### src/rtl/riscv_fetch_pkg.sv
// Shared types for the instruction fetch stage: FSM states, buffered entry
// layout and the default reset PC.
package riscv_fetch_pkg;

   typedef enum logic {
      FETCH_RUN   = 1'b0,
      FETCH_FAULT = 1'b1
   } fetch_state_e;

   localparam logic [31:0] RESET_PC_DEFAULT = 32'h0000_0000;

   typedef struct packed {
      logic [31:0] pc;
      logic [31:0] inst;
   } fetch_entry_t;

   // Redirect targets are forced onto a word boundary before they become the PC.
   function automatic logic [31:0] align_word(input logic [31:0] addr);
      return {addr[31:2], 2'b00};
   endfunction

endpackage

### src/rtl/riscv_fetch_if.sv
// Handshake bundle between the fetch stage, instruction memory, execute
// redirects and the decoder. The fetch stage is the master side.
interface riscv_fetch_if;

   logic        imem_req_valid;
   logic        imem_req_ready;
   logic [31:0] imem_req_addr;
   logic        imem_rsp_valid;
   logic [31:0] imem_rsp_data;
   logic        redirect_valid;
   logic [31:0] redirect_pc;
   logic        inst_valid;
   logic        inst_ready;
   logic [31:0] inst;
   logic [31:0] inst_pc;

   modport master (
      output imem_req_valid, imem_req_addr, inst_valid, inst, inst_pc,
      input  imem_req_ready, imem_rsp_valid, imem_rsp_data,
             redirect_valid, redirect_pc, inst_ready
   );

   modport slave (
      input  imem_req_valid, imem_req_addr, inst_valid, inst, inst_pc,
      output imem_req_ready, imem_rsp_valid, imem_rsp_data,
             redirect_valid, redirect_pc, inst_ready
   );

endinterface

### src/rtl/riscv_fetch_fifo.sv
// Synchronous instruction buffer of {pc, inst} entries with push, pop and
// flush; a pushed entry becomes visible at the head on the following cycle.
module riscv_fetch_fifo
   import riscv_fetch_pkg::*;
#(
   parameter int DEPTH = 2
) (
   input  logic                       clk,
   input  logic                       rst,
   input  logic                       push,
   input  logic                       pop,
   input  logic                       flush,
   input  fetch_entry_t               push_data,
   output fetch_entry_t               head,
   output logic [$clog2(DEPTH+1)-1:0] count,
   output logic                       full,
   output logic                       empty
);

   localparam int PTR_W = $clog2(DEPTH);
   localparam int CNT_W = $clog2(DEPTH + 1);

   fetch_entry_t     mem [DEPTH];
   logic [PTR_W-1:0] wr_ptr;
   logic [PTR_W-1:0] rd_ptr;
   logic             do_push;
   logic             do_pop;

   assign empty   = (count == '0);
   assign full    = (count == CNT_W'(DEPTH));
   assign do_pop  = pop && !empty && !flush;
   // A pop in the same cycle frees the slot, so a full buffer can still accept.
   assign do_push = push && !flush && (!full || do_pop);
   assign head    = mem[rd_ptr];

   always_ff @(posedge clk) begin
      if (do_push) begin
         mem[wr_ptr] <= push_data;
      end
   end

   always_ff @(posedge clk) begin
      if (rst || flush) begin
         wr_ptr <= '0;
         rd_ptr <= '0;
         count  <= '0;
      end else begin
         if (do_push) begin
            wr_ptr <= wr_ptr + PTR_W'(1);
         end
         if (do_pop) begin
            rd_ptr <= rd_ptr + PTR_W'(1);
         end
         count <= count + CNT_W'(do_push) - CNT_W'(do_pop);
      end
   end

endmodule

### src/rtl/riscv_fetch.sv
// Instruction fetch stage: owns the PC, issues credit-limited imem requests,
// buffers in-order responses and drops stale ones after an execute redirect.
module riscv_fetch
   import riscv_fetch_pkg::*;
#(
   parameter logic [31:0] RESET_PC        = RESET_PC_DEFAULT,
   parameter int          FIFO_DEPTH      = 2,
   parameter int          MAX_OUTSTANDING = 2
) (
   input  logic          clk,
   input  logic          rst,
   riscv_fetch_if.master bus,
   output logic          fetch_fault_o
);

   localparam int CW  = $clog2(MAX_OUTSTANDING + 1);
   localparam int FCW = $clog2(FIFO_DEPTH + 1);

   fetch_state_e   state;
   logic [31:0]    pc;
   logic [CW-1:0]  live_cnt;
   logic [CW-1:0]  drop_cnt;
   logic [CW-1:0]  drop_on_redirect;
   logic           req_fire;
   logic           rsp_live;
   logic           rsp_drop;
   logic           fifo_push;
   logic           fifo_pop;
   logic           fifo_full;
   logic           fifo_empty;
   logic [FCW-1:0] fifo_count;
   fetch_entry_t   push_entry;
   fetch_entry_t   head_entry;

   assign req_fire  = bus.imem_req_valid && bus.imem_req_ready;
   assign rsp_drop  = bus.imem_rsp_valid && (drop_cnt != '0);
   assign rsp_live  = bus.imem_rsp_valid && (drop_cnt == '0) && (live_cnt != '0);
   assign fifo_push = rsp_live && !bus.redirect_valid;
   assign fifo_pop  = bus.inst_valid && bus.inst_ready && !bus.redirect_valid;

   // The oldest live request was issued live_cnt words behind the current PC.
   assign push_entry = '{pc: pc - (32'(live_cnt) << 2), inst: bus.imem_rsp_data};

   // Everything still owed by memory becomes stale; a response landing now is already paid for.
   assign drop_on_redirect = drop_cnt + live_cnt
                           - CW'(bus.imem_rsp_valid && ((drop_cnt != '0) || (live_cnt != '0)));

   // Credits: every live request owns a buffer slot, and dropped ones still occupy memory.
   always_comb begin
      bus.imem_req_valid = (state == FETCH_RUN) && !rst && !bus.redirect_valid
                        && ((int'(live_cnt) + int'(fifo_count)) < FIFO_DEPTH)
                        && ((int'(live_cnt) + int'(drop_cnt)) < MAX_OUTSTANDING);
   end

   assign bus.imem_req_addr = pc;
   assign bus.inst_valid    = !fifo_empty;
   assign bus.inst          = fifo_empty ? 32'h0 : head_entry.inst;
   assign bus.inst_pc       = fifo_empty ? 32'h0 : head_entry.pc;
   assign fetch_fault_o     = (state == FETCH_FAULT);

   always_ff @(posedge clk) begin
      if (rst) begin
         state    <= FETCH_RUN;
         pc       <= RESET_PC;
         live_cnt <= '0;
         drop_cnt <= '0;
      end else if (bus.redirect_valid) begin
         state    <= (bus.redirect_pc[1:0] != 2'b00) ? FETCH_FAULT : FETCH_RUN;
         pc       <= align_word(bus.redirect_pc);
         live_cnt <= '0;
         drop_cnt <= drop_on_redirect;
      end else begin
         if (req_fire) begin
            pc <= pc + 32'd4;
         end
         live_cnt <= live_cnt + CW'(req_fire) - CW'(rsp_live);
         drop_cnt <= drop_cnt - CW'(rsp_drop);
      end
   end

   riscv_fetch_fifo #(
      .DEPTH (FIFO_DEPTH)
   ) u_fifo (
      .clk       (clk),
      .rst       (rst),
      .push      (fifo_push),
      .pop       (fifo_pop),
      .flush     (bus.redirect_valid),
      .push_data (push_entry),
      .head      (head_entry),
      .count     (fifo_count),
      .full      (fifo_full),
      .empty     (fifo_empty)
   );

   rsp_has_owner: assert property (@(posedge clk) disable iff (rst)
      bus.imem_rsp_valid |-> ((live_cnt != '0) || (drop_cnt != '0)));

   fifo_no_overflow: assert property (@(posedge clk) disable iff (rst)
      fifo_push |-> (!fifo_full || fifo_pop));

endmodule
### src/flat_wrapper.sv
// flat-port wrapper written by rule: the top's interface ports become plain ports
module riscv_fetch_flat import riscv_fetch_pkg::*;
#(
   parameter logic [31:0] RESET_PC        = RESET_PC_DEFAULT,
   parameter int          FIFO_DEPTH      = 2,
   parameter int          MAX_OUTSTANDING = 2
)
  (clk, rst, fetch_fault_o, bus_imem_req_valid, bus_imem_req_addr, bus_inst_valid, bus_inst, bus_inst_pc, bus_imem_req_ready, bus_imem_rsp_valid, bus_imem_rsp_data, bus_redirect_valid, bus_redirect_pc, bus_inst_ready);
  riscv_fetch_if bus_i ();
  input  logic clk;
  input  logic rst;
  output logic fetch_fault_o;
  output wire logic [$bits(bus_i.imem_req_valid)-1:0] bus_imem_req_valid;
  output wire logic [$bits(bus_i.imem_req_addr)-1:0] bus_imem_req_addr;
  output wire logic [$bits(bus_i.inst_valid)-1:0] bus_inst_valid;
  output wire logic [$bits(bus_i.inst)-1:0] bus_inst;
  output wire logic [$bits(bus_i.inst_pc)-1:0] bus_inst_pc;
  input wire logic [$bits(bus_i.imem_req_ready)-1:0] bus_imem_req_ready;
  input wire logic [$bits(bus_i.imem_rsp_valid)-1:0] bus_imem_rsp_valid;
  input wire logic [$bits(bus_i.imem_rsp_data)-1:0] bus_imem_rsp_data;
  input wire logic [$bits(bus_i.redirect_valid)-1:0] bus_redirect_valid;
  input wire logic [$bits(bus_i.redirect_pc)-1:0] bus_redirect_pc;
  input wire logic [$bits(bus_i.inst_ready)-1:0] bus_inst_ready;
  assign bus_imem_req_valid = bus_i.imem_req_valid;
  assign bus_imem_req_addr = bus_i.imem_req_addr;
  assign bus_inst_valid = bus_i.inst_valid;
  assign bus_inst = bus_i.inst;
  assign bus_inst_pc = bus_i.inst_pc;
  assign bus_i.imem_req_ready = bus_imem_req_ready;
  assign bus_i.imem_rsp_valid = bus_imem_rsp_valid;
  assign bus_i.imem_rsp_data = bus_imem_rsp_data;
  assign bus_i.redirect_valid = bus_redirect_valid;
  assign bus_i.redirect_pc = bus_redirect_pc;
  assign bus_i.inst_ready = bus_inst_ready;
  riscv_fetch #(.RESET_PC(RESET_PC), .FIFO_DEPTH(FIFO_DEPTH), .MAX_OUTSTANDING(MAX_OUTSTANDING)) u_core (.clk(clk), .rst(rst), .bus(bus_i), .fetch_fault_o(fetch_fault_o));
endmodule
### config.mk
export PLATFORM = sky130hd
export DESIGN_NAME = riscv_fetch_flat
export DESIGN_NICKNAME = d
export VERILOG_FILES = /design/src/rtl/riscv_fetch_pkg.sv /design/src/rtl/riscv_fetch_if.sv /design/src/rtl/riscv_fetch_fifo.sv /design/src/rtl/riscv_fetch.sv /design/src/flat_wrapper.sv
export SDC_FILE = /design/constraint.sdc
export NUM_CORES = 1
export LEC_CHECK = 0
export BUFFER_PORTS_ARGS = -buffer_cell sky130_fd_sc_hd__buf_2
export CAP_MARGIN = 20
export CORE_MARGIN = 2
export CORE_UTILIZATION = 45
export CTS_CLUSTER_SIZE = 14
export DETAILED_ROUTE_END_ITERATION = 16
export PLACE_DENSITY = 0.72
export SLEW_MARGIN = 10
export SYNTH_ARGS = -nofsm -noshare
export SYNTH_HDL_FRONTEND = slang
export SYNTH_SLANG_ARGS = --single-unit
### constraint.sdc
create_clock -name clk -period 4.3 [get_ports clk]
set_input_delay 0.215 -clock clk [delete_from_list [all_inputs] [get_ports clk]]
set_output_delay 0.215 -clock clk [all_outputs]
set_load 0.02 [all_outputs]
# Word level (Yosys, flattened, before mapping)
# Memories as Yosys holds them, arrays and structs flattened. A register that Yosys moved wholly into a read port is not among the register bits.
# Cells that the tools add are included.
# totals
output_inout_bits	99
reg_bits	41
mem_bits_rw	128
memories	1
wordCells	66
inputBits	70
# memory_table
name	depth	width	read_ports	rd_ports_with_merged_regs	write_ports	line_no	text
u_core.u_fifo.mem	2	64	1	1	1	riscv_fetch_fifo.sv:23	fetch_entry_t mem [DEPTH];
# op_classes
order_cmp	2
n_reduce_logical	30
bitwise_logic	1
n_addsub	13
eq_ne	1
muxes	10
# ops
operator	n
$mux W32	4
$lt A32 B3 Y1 const B	2
$add A32 B3 Y32 const B	1
$sub A32 B4 Y32	1
$logic_and A1 B1 Y1	16
$reduce_bool A2 Y1	4
$sub A2 B1 Y2	4
$add A2 B2 Y3	2
$mux W1	5
$add A2 B1 Y2	2
$logic_not A1 Y1	4
$logic_not A2 Y1	2
$logic_or A1 B1 Y1	3
$add A1 B1 Y1 const B	2
$add A2 B2 Y2	1
$eq A2 B2 Y1 const B	1
$mux W2	1
$reduce_or A2 Y1	1
$not A1 Y1	1

# Depth between registers and ports, before layout
# logic_depth
word_depth	10
depth_mapped	11
mapped_depth_nobuf	10

# By module
# A second synthesis with hierarchy kept.
# hier_totals
hier_cells	695
hier_area_um2	8445.6
# by_module_without_submodules
mod	seq_area_each_um2	n_inst	cells_per_inst	area_per_inst_um2
riscv_fetch_fifo	3943.8	1	235	4928.5
riscv_fetch	700.7	1	460	3517.1

# Worst setup path before layout
# Ideal clock, no wire load.
# synth_timing
path_kind	register to register
from	register u_core.live_cnt[1]
to	memory u_core.u_fifo.mem[0][0] in the netlist's numbering (enable)
setup_slack_ns	-0.070
setup_ns	0.482
stages_incl_launch_ff	6
n_path_buf	0
required_time_ns	3.818
t_arrival_ns	3.888
synth_period_minus_slack_ns	4.370
path_cell_list	dfxtp_1 -> o21ai_0 -> or3_1 -> a211oi_1 -> inv_1 -> nor2_1
# synth_between
elab_chain_cells	7
# synth_lines
element	line_no	text
start: declaration	riscv_fetch.sv:21	logic [CW-1:0] live_cnt;
start signal: assignment	riscv_fetch.sv:76	live_cnt <= live_cnt + CW'(req_fire) - CW'(rsp_live);
$reduce_bool A2 Y1	riscv_fetch.sv:37	assign rsp_live = bus.imem_rsp_valid && (drop_cnt == '0) && (live_cnt != '0);
$logic_and A1 B1 Y1	riscv_fetch.sv:37	
$logic_and A1 B1 Y1	riscv_fetch.sv:38	assign fifo_push = rsp_live && !bus.redirect_valid;
$logic_and A1 B1 Y1 (2 in a row)	riscv_fetch_fifo.sv:33	assign do_push = push && !flush && (!full || do_pop);
$mux W1	riscv_fetch_fifo.sv:37	if (do_push) begin
$mux W1 (implied by the code)	riscv_fetch_fifo.sv:38	mem[wr_ptr] <= push_data;
end: declaration	riscv_fetch_fifo.sv:23	
# Every way passes these cells.

# Final worst setup path
# layout_timing
from	register u_core.u_fifo.count[0]
to	register u_core.pc[21] (netlist: u_core.bus.imem_req_addr[21])
# layout_between
elab_chain_cells	6
# layout_lines
element	line_no	text
start: declaration	riscv_fetch_fifo.sv:15	output logic [$clog2(DEPTH+1)-1:0] count,
start signal: assignment	riscv_fetch_fifo.sv:54	count <= count + CNT_W'(do_push) - CNT_W'(do_pop);
$add A2 B2 Y3	riscv_fetch.sv:51	&& ((int'(live_cnt) + int'(fifo_count)) < FIFO_DEPTH)
$lt A32 B3 Y1	riscv_fetch.sv:51	
$logic_and A1 B1 Y1	riscv_fetch.sv:51	
$logic_and A1 B1 Y1	riscv_fetch.sv:52	&& ((int'(live_cnt) + int'(drop_cnt)) < MAX_OUTSTANDING);
$logic_and A1 B1 Y1	riscv_fetch.sv:35	assign req_fire = bus.imem_req_valid && bus.imem_req_ready;
$reduce_bool A2 Y1 (no line)	-	
end signal: assignment	riscv_fetch.sv:69	pc <= align_word(bus.redirect_pc);
end signal: assignment	riscv_fetch.sv:74	pc <= pc + 32'd4;
end: declaration	riscv_fetch.sv:20	logic [31:0] pc;
# Every way passes these cells.
# A chain may end at the register's enable or synchronous reset.

==> flow_summary.ini <==
[hold_path]
min_path_type = in -> reg
min_from = bus_imem_rsp_data[0]

[power_and_ir_drop]
p_int_mw = 2.97
power.density_mw_per_mm2 = 389
p_sw_frac = 0.208
p_leak_nw = 3.75
vdd_drop_max_uv = 284
seqPwrFrac = 0.474
clkPwrFrac = 0.453
switching_power_mw = 0.783
combinationalPowerShare = 0.073

[routing]
drcViolationCount = 0
wl_per_cell_um = 16.5
wirelength_um = 17900
firstDrtPassIters = 5
initialDrtViolationCount = 331
vias = 5630
vias_per_cell = 5.20
ant_nets = 0

[synthesis]
synth-seq-area-share = 0.587
netlist_area_mm2 = 0.00771
synth-edff-count = 124
synthMuxAreaShare = 0.0903
synth_area_per_cell_um2 = 11.4
synthCells = 674
yosys_register_bits = 164
ys.flop_type = edfxtp_1
synth_top_family_by_area = simple AND/OR/NAND/NOR gates
synth-xor-area-share = 0.0521
synth_fa_ha_area_frac = 0.0256
synthArstFlopShare = 0
yosys.area_share.simple = 0.154
synth_cell_types = 50
yosys_warnings = 0
synth-compound-area-share = 0.0504

[clock_tree]
cts_buffers = 17
cts.clk_slew.worst_paths_ns = 0.06
cts_setup_buffers = 0
cts_buffer_depth = 2
clock_latency_ns = 0.42
cts_root_buffer = clkbuf_16
hold_buffers = 30
cts_tree = built
htree_levels = 4
clkSinkCount = 164
post_cts_resized = 0

[global_route]
grt_max_degree = 64
grt_pass1_wl_um = 27500
grt_usage = 0.196
gr-total-overflow = 0
antenna_found_initial = 0
grt_pass1_vias = 5343

[critical_path]
critPathRequiredTime_ns = 4.60
cp.arrival_ns = 3.76
crit_start = u_core.u_fifo.count[0]$_SDFF_PP0_
r2r_start = u_core.u_fifo.count[0]$_SDFF_PP0_
start_kind = flip-flop
end_kind = flip-flop
criticalPathCategory = reg -> reg
path_max_fanout = 26

[floorplan]
num_io_pins = 169
start_util = 0.463
die_height_um = 135
fp-row-count = 47
die_x_um = 135
die-area_mm2 = 0.0182
coreArea_mm2 = 0.0166

[timing]
rsz0062_at_grt = no
fin_crit_sh = 0.806
setup_violations = 0
maxSlewHeadroom = 0.392
max_freq_mhz = 288
finalCriticalPeriod_ns = 3.47
fin_skew_ns = 0.0137
tns_ns = 0
hold_violations = 0
slew_viol_final = 0
worst_pin_slew_ns = 0.912

[placement]
dp.cells = 1020
port_buffers = 164
gp_congestion = 0.871
place_hpwl_um = 11800

[layout]
drive_above_1_share = 0.253
final_cell_count_no_fill = 1083
area_growth_pct = 25.3
fin_nets = 934
antennaDiodeCount = 0
fin_util = 0.581

[job]
drv_cap = 0

[outcome]
status = finished, final reports clean
[logic make-up (layout without fill, tap and decap cells)]
group           Yosys count  after routing
compound gates           62             62
xor+xnor                 45             45
fa+ha+maj                14             14
buf+inv                  72            258
flops                   164            164
mux                      69             69
other cells               1              4
simple gates            247            247
[layout by cell type, fill, tap and decap left out, types with 17 or more instances in the layout]
cell | synthesis | layout
a21oi_1 | 21 | 21
xor2_1 | 19 | 19
dlygate4sd3_1 | 0 | 31
buf_2 | 2 | 164
inv_1 | 21 | 21
mux2i_1 | 64 | 64
clkbuf_16 | 0 | 17
dfxtp_1 | 40 | 39
xnor2_1 | 25 | 25
nand2_1 | 53 | 53
nor2_1 | 101 | 99
nor3_1 | 17 | 17
edfxtp_1 | 124 | 124
[path summary, 6_finish.rpt]
kind | end | slack, ns | depth (start not counted)
hold / removal | u_core.u_fifo.mem[0][0]$_DFFE_PP_ | 0.02 | 1
hold reg to reg | flip-flop | 0.51 | 2
setup / recovery | u_core.bus.imem_req_addr[21]$_SDFFE_PP0P_ | 0.83 | 9
setup reg to reg | u_core.bus.imem_req_addr[21]$_SDFFE_PP0P_ | 0.83 | 9
[metal layers]
metal | up-vias | global-route usage | wire length (um)
met5 | - | 0 | 0
met1 | 2637 | 0.254 | 7900
met4 | 0 | 0.0561 | 349
met2 | 211 | 0.325 | 8430
li1 | 2759 | - | -
met3 | 23 | 0.0518 | 1240
[synthesized netlist by cell type, types with 2 or more instances]
master,instances,share of area
edfxtp_1,124,0.48
nor2_1,101,0.049
mux2i_1,64,0.083
nand2_1,53,0.026
dfxtp_1,40,0.10
clkbuf_1,33,0.016
xnor2_1,25,0.028
a21oi_1,21,0.014
inv_1,21,0.010
xor2_1,19,0.022
nor3_1,17,0.011
nand4_1,12,0.0097
ha_1,11,0.018
nand3_1,11,0.0071
a31oi_1,9,0.0073
and2_1,9,0.0073
nor4_1,9,0.0073
o21ai_0,9,0.0058
buf_1,8,0.0039
or3_1,7,0.0057
a211oi_1,6,0.0058
and3_1,5,0.0041
mux2_2,5,0.0073
or4_1,5,0.0049
and4_1,4,0.0045
buf_4,4,0.0039
o211ai_1,4,0.0039
buf_6,3,0.0044
fa_1,3,0.0078
o22ai_1,3,0.0024
or4_4,3,0.0044
a311o_1,2,0.0026
a311oi_1,2,0.0023
buf_2,2,0.0013
nand2b_1,2,0.0016
nor4_2,2,0.0032
nor4b_1,2,0.0023
o311ai_0,2,0.0023
[state kept, by name (all words and copies together) (netlist names), named ones only]
name,cells
u_core.live_cnt,2
u_core.bus.imem_req_addr,30
u_core.drop_cnt,2
u_core.u_fifo.rd_ptr,1
u_core.u_fifo.mem,124
u_core.fetch_fault_o,1
u_core.u_fifo.wr_ptr,1
u_core.u_fifo.count,2
[stage by stage]
stage	hold WS, ns	instance area, um2	setup WS (ns)	total power, mW
floorplan	0.314	7730	0.961	1.96
global placement	0.403	8680	0.987	2.06
detailed placement	0.407	8680	0.937	2.06
CTS	0.00109	9650	0.888	3.77
global route	0.00433	9660	0.537	3.88
finish	0.0248	9660	0.834	3.76
[power by group through the flow]
| stage | logic [mW] | clock network [mW] | registers, mW |
|---|---|---|---|
| final | 0.274 | 1.70 | 1.78 |
| after global placement | 0.244 | 0 | 1.81 |
| after floorplan | 0.157 | 0 | 1.81 |
| after CTS | 0.273 | 1.72 | 1.78 |
| after detailed placement | 0.250 | 0 | 1.81 |
| after global routing | 0.302 | 1.79 | 1.79 |
[critical path, cell delays in order (launching register included)]
cell and delay (ns):
dfxtp_1 0.42, and2_1 0.17, fa_1 0.43, nor4b_1 0.34
buf_4 0.20, nand2_1 0.49, inv_1 0.60, nand3_1 0.16
nor2_1 0.16, mux2_2 0.35
[final cells by class]
class | count | area, um2
fillers | 1362 | 6980
flip-flops and latches | 164 | 4530
multi-input cells | 441 | 2910
repair buffers | 204 | 1200
clock buffers | 23 | 468
well taps | 220 | 275
clock inverters | 9 | 203
inverters | 22 | 82.6
(Power assumes the default switching activity.)
